<file path="src/rtl/aduna_pkg.sv">
// aduna_pkg: shared constants and types for the aduna carry-lookahead adder.
package aduna_pkg;
  localparam int GROUP_W = 4;
  function automatic int num_groups(input int width);
    return width / GROUP_W;
  endfunction
  typedef struct packed {
    logic g;
    logic p;
  } gp_t;
endpackage

</file>
<file path="src/rtl/aduna_cla4.sv">
// aduna_cla4: combinational 4-bit carry-lookahead group with group generate/propagate.
module aduna_cla4 (
  input  logic [3:0] a,
  input  logic [3:0] b,
  input  logic       cin,
  output logic [3:0] sum,
  output logic       cout,
  output logic       G,
  output logic       P
);
  logic [3:0] g, p, c;
  always_comb begin
    g = a & b;
    p = a ^ b;
    c[0] = cin;
    c[1] = g[0] | (p[0] & cin);
    c[2] = g[1] | (p[1] & g[0]) | (p[1] & p[0] & cin);
    c[3] = g[2] | (p[2] & g[1]) | (p[2] & p[1] & g[0]) | (p[2] & p[1] & p[0] & cin);
    G = g[3] | (p[3] & g[2]) | (p[3] & p[2] & g[1]) | (p[3] & p[2] & p[1] & g[0]);
    P = &p;
    cout = G | (P & cin);
    sum = p ^ c;
  end
endmodule

</file>
<file path="src/rtl/aduna.sv">
// aduna: registered WIDTH-bit adder {c4,s} = x + y + c0 built from 4-bit CLA groups.
// Defining ADUNA_OVERFLOW_FLAG_EN adds the registered signed-overflow output ovf.
module aduna
  import aduna_pkg::*;
#(
  parameter int WIDTH = 4
) (
  input  logic             clk,
  input  logic             rst_n,
  input  logic             in_valid,
  input  logic [WIDTH-1:0] x,
  input  logic [WIDTH-1:0] y,
  input  logic             c0,
  output logic             out_valid,
  output logic [WIDTH-1:0] s,
  output logic             c4
`ifdef ADUNA_OVERFLOW_FLAG_EN
  ,
  output logic             ovf
`endif
);
  localparam int NG = num_groups(WIDTH);
  gp_t [NG-1:0] gp;
  logic [NG:0] gc;
  logic [NG-1:0] co_unused;
  logic [WIDTH-1:0] sum, s_d, s_q;
  logic c4_d, c4_q, vld_d, vld_q;
  assign gc[0] = c0;
  // Groups ripple their carries through group G/P rather than through cout.
  for (genvar i = 0; i < NG; i++) begin : g_grp
    logic gg, pp;
    aduna_cla4 u_cla (
      .a   (x[GROUP_W*i +: GROUP_W]),
      .b   (y[GROUP_W*i +: GROUP_W]),
      .cin (gc[i]),
      .sum (sum[GROUP_W*i +: GROUP_W]),
      .cout(co_unused[i]),
      .G   (gg),
      .P   (pp)
    );
    assign gp[i] = '{g: gg, p: pp};
    assign gc[i+1] = gp[i].g | (gp[i].p & gc[i]);
  end
  always_comb begin
    s_d = in_valid ? sum : s_q;
    c4_d = in_valid ? gc[NG] : c4_q;
    vld_d = in_valid;
  end
  always_ff @(posedge clk or negedge rst_n) begin
    if (!rst_n) begin
      s_q <= '0;
      c4_q <= 1'b0;
      vld_q <= 1'b0;
    end else begin
      s_q <= s_d;
      c4_q <= c4_d;
      vld_q <= vld_d;
    end
  end
  assign s = s_q;
  assign c4 = c4_q;
  assign out_valid = vld_q;
`ifdef ADUNA_OVERFLOW_FLAG_EN
  logic ovf_d, ovf_q;
  // Carry into the MSB is recovered as sum ^ x ^ y at that bit.
  always_comb ovf_d = in_valid ? (x[WIDTH-1] ^ y[WIDTH-1] ^ sum[WIDTH-1] ^ gc[NG]) : ovf_q;
  always_ff @(posedge clk or negedge rst_n) begin
    if (!rst_n) ovf_q <= 1'b0;
    else ovf_q <= ovf_d;
  end
  assign ovf = ovf_q;
`endif
endmodule

</file>
<file path="config.mk">
export PLATFORM = sky130hd
export DESIGN_NAME = aduna
export DESIGN_NICKNAME = d
export VERILOG_FILES = /design/src/rtl/aduna_pkg.sv /design/src/rtl/aduna_cla4.sv /design/src/rtl/aduna.sv
export SDC_FILE = /design/constraint.sdc
export NUM_CORES = 1
export LEC_CHECK = 0
export CORE_AREA = 2 2 39 41
export DETAILED_ROUTE_END_ITERATION = 16
export DIE_AREA = 0 0 41 43
export GPL_TIMING_DRIVEN = 0
export PLACE_DENSITY = 0.62
export SETUP_SLACK_MARGIN = 0.5
export SLEW_MARGIN = 10
export SYNTH_ARGS = -nofsm -noshare
export SYNTH_HDL_FRONTEND = slang
export SYNTH_SLANG_ARGS = --single-unit
</file>
<file path="constraint.sdc">
create_clock -name clk -period 1 [get_ports clk]
set_input_delay 0.2 -clock clk [delete_from_list [all_inputs] [get_ports clk]]
set_output_delay 0.2 -clock clk [all_outputs]
set_load 0.01 [all_outputs]
</file>
==> run summary <==
==================================================================================
Antenna violations before repair ....................................            0
Maximum level of the CTS H-tree .....................................            1
Transition time at the pin with the least slew margin ...............     0.278 ns
Number of nets produced by synthesis ................................           51
Net count of the finished layout ....................................           78
Register area share after synthesis .................................        0.408
Part of the total power dissipated in sequential elements ...........        0.363
Required time worst endpoint ........................................      1.17 ns
TritonCTS clock tree ................................................        built
Share of async-settable or async-resettable flops after synthesis ...         1.00
Instance count of the mapped netlist ................................           34
Tot GR Track Use ....................................................        0.120
Critical-path top delay cell ........................................      a211o_4
Top FF cell, synth ..................................................      dfrtp_1
Share of final-layout standard cells stronger than drive strength 1 .        0.525
Core Rows ...........................................................           14
Yosys reg bits ......................................................            6
Total setup violations reported at the end of the flow ..............            2
Mean routed wirelength per cell .....................................      12.0 um
Violated checks ..................................................... negative setup slack
Number of buffers created by CTS ....................................            3
Die Y ...............................................................        43 um
Number of global-route vias before repair ...........................          364
Normalized max-slew margin ..........................................        0.815
Cell with the most instances after synthesis ........................      dfrtp_1
Worst Setup Slack, final ............................................   -0.0418 ns
Area of the mapped netlist ..........................................      368 um2
Pre-CTS setup slack .................................................    -0.777 ns
Setup total negative slack ..........................................   -0.0668 ns
Overflow after GRT ..................................................            0
Violation count after the first detailed-routing iteration ..........            2
Worst Hold Class ....................................................  in -> async
Internal power summed over all cells ................................     0.600 mW
Maximum fanout along the worst path .................................            4
Final period demand of the worst path ...............................      1.04 ns
Post-synth top area cell ............................................      dfrtp_1
GPL Wtd Cong ........................................................        0.669
Power density relative to cell area .................................  1270 nW/um2
Final Hold Fails ....................................................            0
Core box area .......................................................     1380 um2
Fraction of power consumed by the clock network .....................        0.254
Number of flops mapped to enable cells by yosys .....................            0
Worst Skew ..........................................................         0 ns
Total number of vias ................................................          357
# diodes ............................................................            0
Synth Area per Inst .................................................     10.8 um2
Max stage delay on crit path ........................................      0.35 ns
First-pass GRT wire length ..........................................      1450 um
Number of filler cells placed in the layout .........................          140
Number of input and output port buffers inserted ....................           17
Leading post-synthesis cells by cell area ........................... dfrtp_1 41%, ha_1 14%, a211o_1 7.1%
Sort of element at the start of the critical path ................... primary input
Warnings, synthesis .................................................            0
Drt pass-1 iters ....................................................            4
Worst Setup Path Type ...............................................    in -> reg
Clock Pin Slew Worst Setup and Hold Paths ...........................      0.04 ns
CTS Root Buffer Type ................................................     clkbuf_4
Switching power as a share of total power ...........................        0.272
Critical path endpoint category .....................................         flop
Portion of synthesized cell area occupied by the leading cell type ..        0.408
Starting density of the core ........................................        0.266
Clock latency at the later pin of the worst-skew pair ...............      0.24 ns
Worst VDD drop ......................................................     0.450 mV
Share of total power in combinational logic .........................        0.384
Wirelength, routed ..................................................       900 um
Critical path cell sequence ......................................... buf_6 -> ha_4 -> a211o_4 -> a211o_1 -> nand3_2
Signal arrival time at the worst endpoint ...........................      1.22 ns
Clock buffer depth ..................................................            2
Status .............................................................. finished, violations left
Vias per cell .......................................................         4.76
P_leak ..............................................................     0.318 nW
Largest net degree at the start of global routing ...................            7
Net switching power .................................................     0.224 mW
DRT antenna net count ...............................................            0
Die Footprint .......................................................     1760 um2
Top cells by instance count after synthesis ......................... 6 x dfrtp_1, 4 x ha_1, 4 x inv_1
DPL Wire Length .....................................................       684 um
Maximum capacitance violations ......................................            0
RSZ-0062 raised after global routing ................................          yes
Slew Limit Fails ....................................................            0
Sinks on Clock Net ..................................................            6
Remaining design rule violation count ...............................            0
Synth-to-Final Area Change ..........................................        76.5%
Die X-Extent ........................................................        41 um
Fmax ................................................................    0.960 GHz
Distinct cells, synth ...............................................           17
Share of the clock period used by the worst path ....................         1.04
Number of primary I/O pins ..........................................           18
==================================================================================
==> cell usage in the layout, fill, tap and decap left out, types with 2 or more instances in the layout <==
| cell type | count |
|---|---|
| buf_2 | 8 |
| dfrtp_1 | 6 |
| buf_4 | 5 |
| clkbuf_4 | 3 |
| dlygate4sd2_1 | 3 |
| inv_1 | 2 |
| nand2_1 | 2 |
| o21ai_1 | 2 |
| a211o_1 | 2 |
| ha_4 | 2 |
| ha_1 | 2 |
| buf_8 | 2 |
| buf_6 | 2 |
==> per-stage QoR <==
step | util | instances | instance area, um2 | power [mW] | hold WS, ns
floorplan | - | 34 | 407 | 0.439 | -0.0956
global placement | 0.431 | 67 | 597 | 0.591 | 0.453
detailed placement | 0.431 | 67 | 597 | 0.601 | 0.454
CTS | 0.442 | 74 | 612 | 0.809 | 0.205
global route | 0.469 | 75 | 649 | 0.888 | 0.226
finish | 0.469 | 75 | 649 | 0.824 | 0.201
==> path summary, 6_finish.rpt <==
kind                             startpoint             endpoint  slack, ns  depth (start not counted)
min in group clk                   in_valid  out_valid$_DFF_PN0_       0.37                          1
max in group asynchronous             rst_n     s[0]$_DFFE_PN0P_       0.59                          1
max                                    y[0]     s[3]$_DFFE_PN0P_      -0.04                          5
max reg2reg                s[3]$_DFFE_PN0P_     s[3]$_DFFE_PN0P_       0.10                          3
min reg2reg                s[0]$_DFFE_PN0P_     s[0]$_DFFE_PN0P_       0.48                          2
min                                   rst_n       c4$_DFFE_PN0P_       0.20                          1
==> cell type report <==
| cell class | instances | area, um2 | area share |
|---|---|---|---|
| inverter | 4 | 27.5 | 0.0424 |
| tap | 16 | 20.0 | 0.0308 |
| sequential | 6 | 150 | 0.231 |
| multi-input combinational | 24 | 253 | 0.389 |
| clock buffer | 3 | 22.5 | 0.0347 |
| timing repair buffer | 22 | 176 | 0.272 |
==> worst max-delay path: cells and delay by family <==
family / cells / cell delay, ns
and+or+nand+nor: 1 / 0.06
AOI/OAI and AO/OA: 2 / 0.62
buffers and inverters: 1 / 0.10
adders and majority gates: 1 / 0.23
==> state kept, by name, indices dropped and copies added (netlist names) <==
name / flops
s: 4
c4: 1
out_valid: 1
==> layer usage <==
metal,track usage,vias to the layer above,wire (um)
met5,0,-,0
met4,0.0600,0,0
met3,0.0314,0,83
met2,0.200,16,477
met1,0.129,168,338
li1,-,173,-
==> cell families after synthesis <==
group | after synthesis | synth area share
compound gates | 11 | 0.214
mux | 2 | 0.0578
flops | 6 | 0.408
buf+inv | 4 | 0.0408
xor+xnor | 1 | 0.0238
simple gates | 5 | 0.0646
fa+ha+maj | 5 | 0.190
==> timing repair <==
item / in CTS / in global routing
setup endpoints to repair: 12 / 11
buffers inserted: 4 / 1
resized for setup: 60 / 7
hold buffers: 0 / 0
pin swaps: 13 / 5
==> power by group through the flow <==
| stage | Combinational, mW | Clock, mW | Sequential (mW) |
|---|---|---|---|
| 6_report | 0.316 | 0.209 | 0.299 |
| 5_1_grt | 0.349 | 0.234 | 0.305 |
| 4_1_cts | 0.291 | 0.219 | 0.299 |
| 3_5_place_dp | 0.295 | 0 | 0.306 |
| 3_3_place_gp | 0.288 | 0 | 0.303 |
| 2_1_floorplan | 0.118 | 0 | 0.321 |
Note: power is estimated with default switching activity, not from simulation.
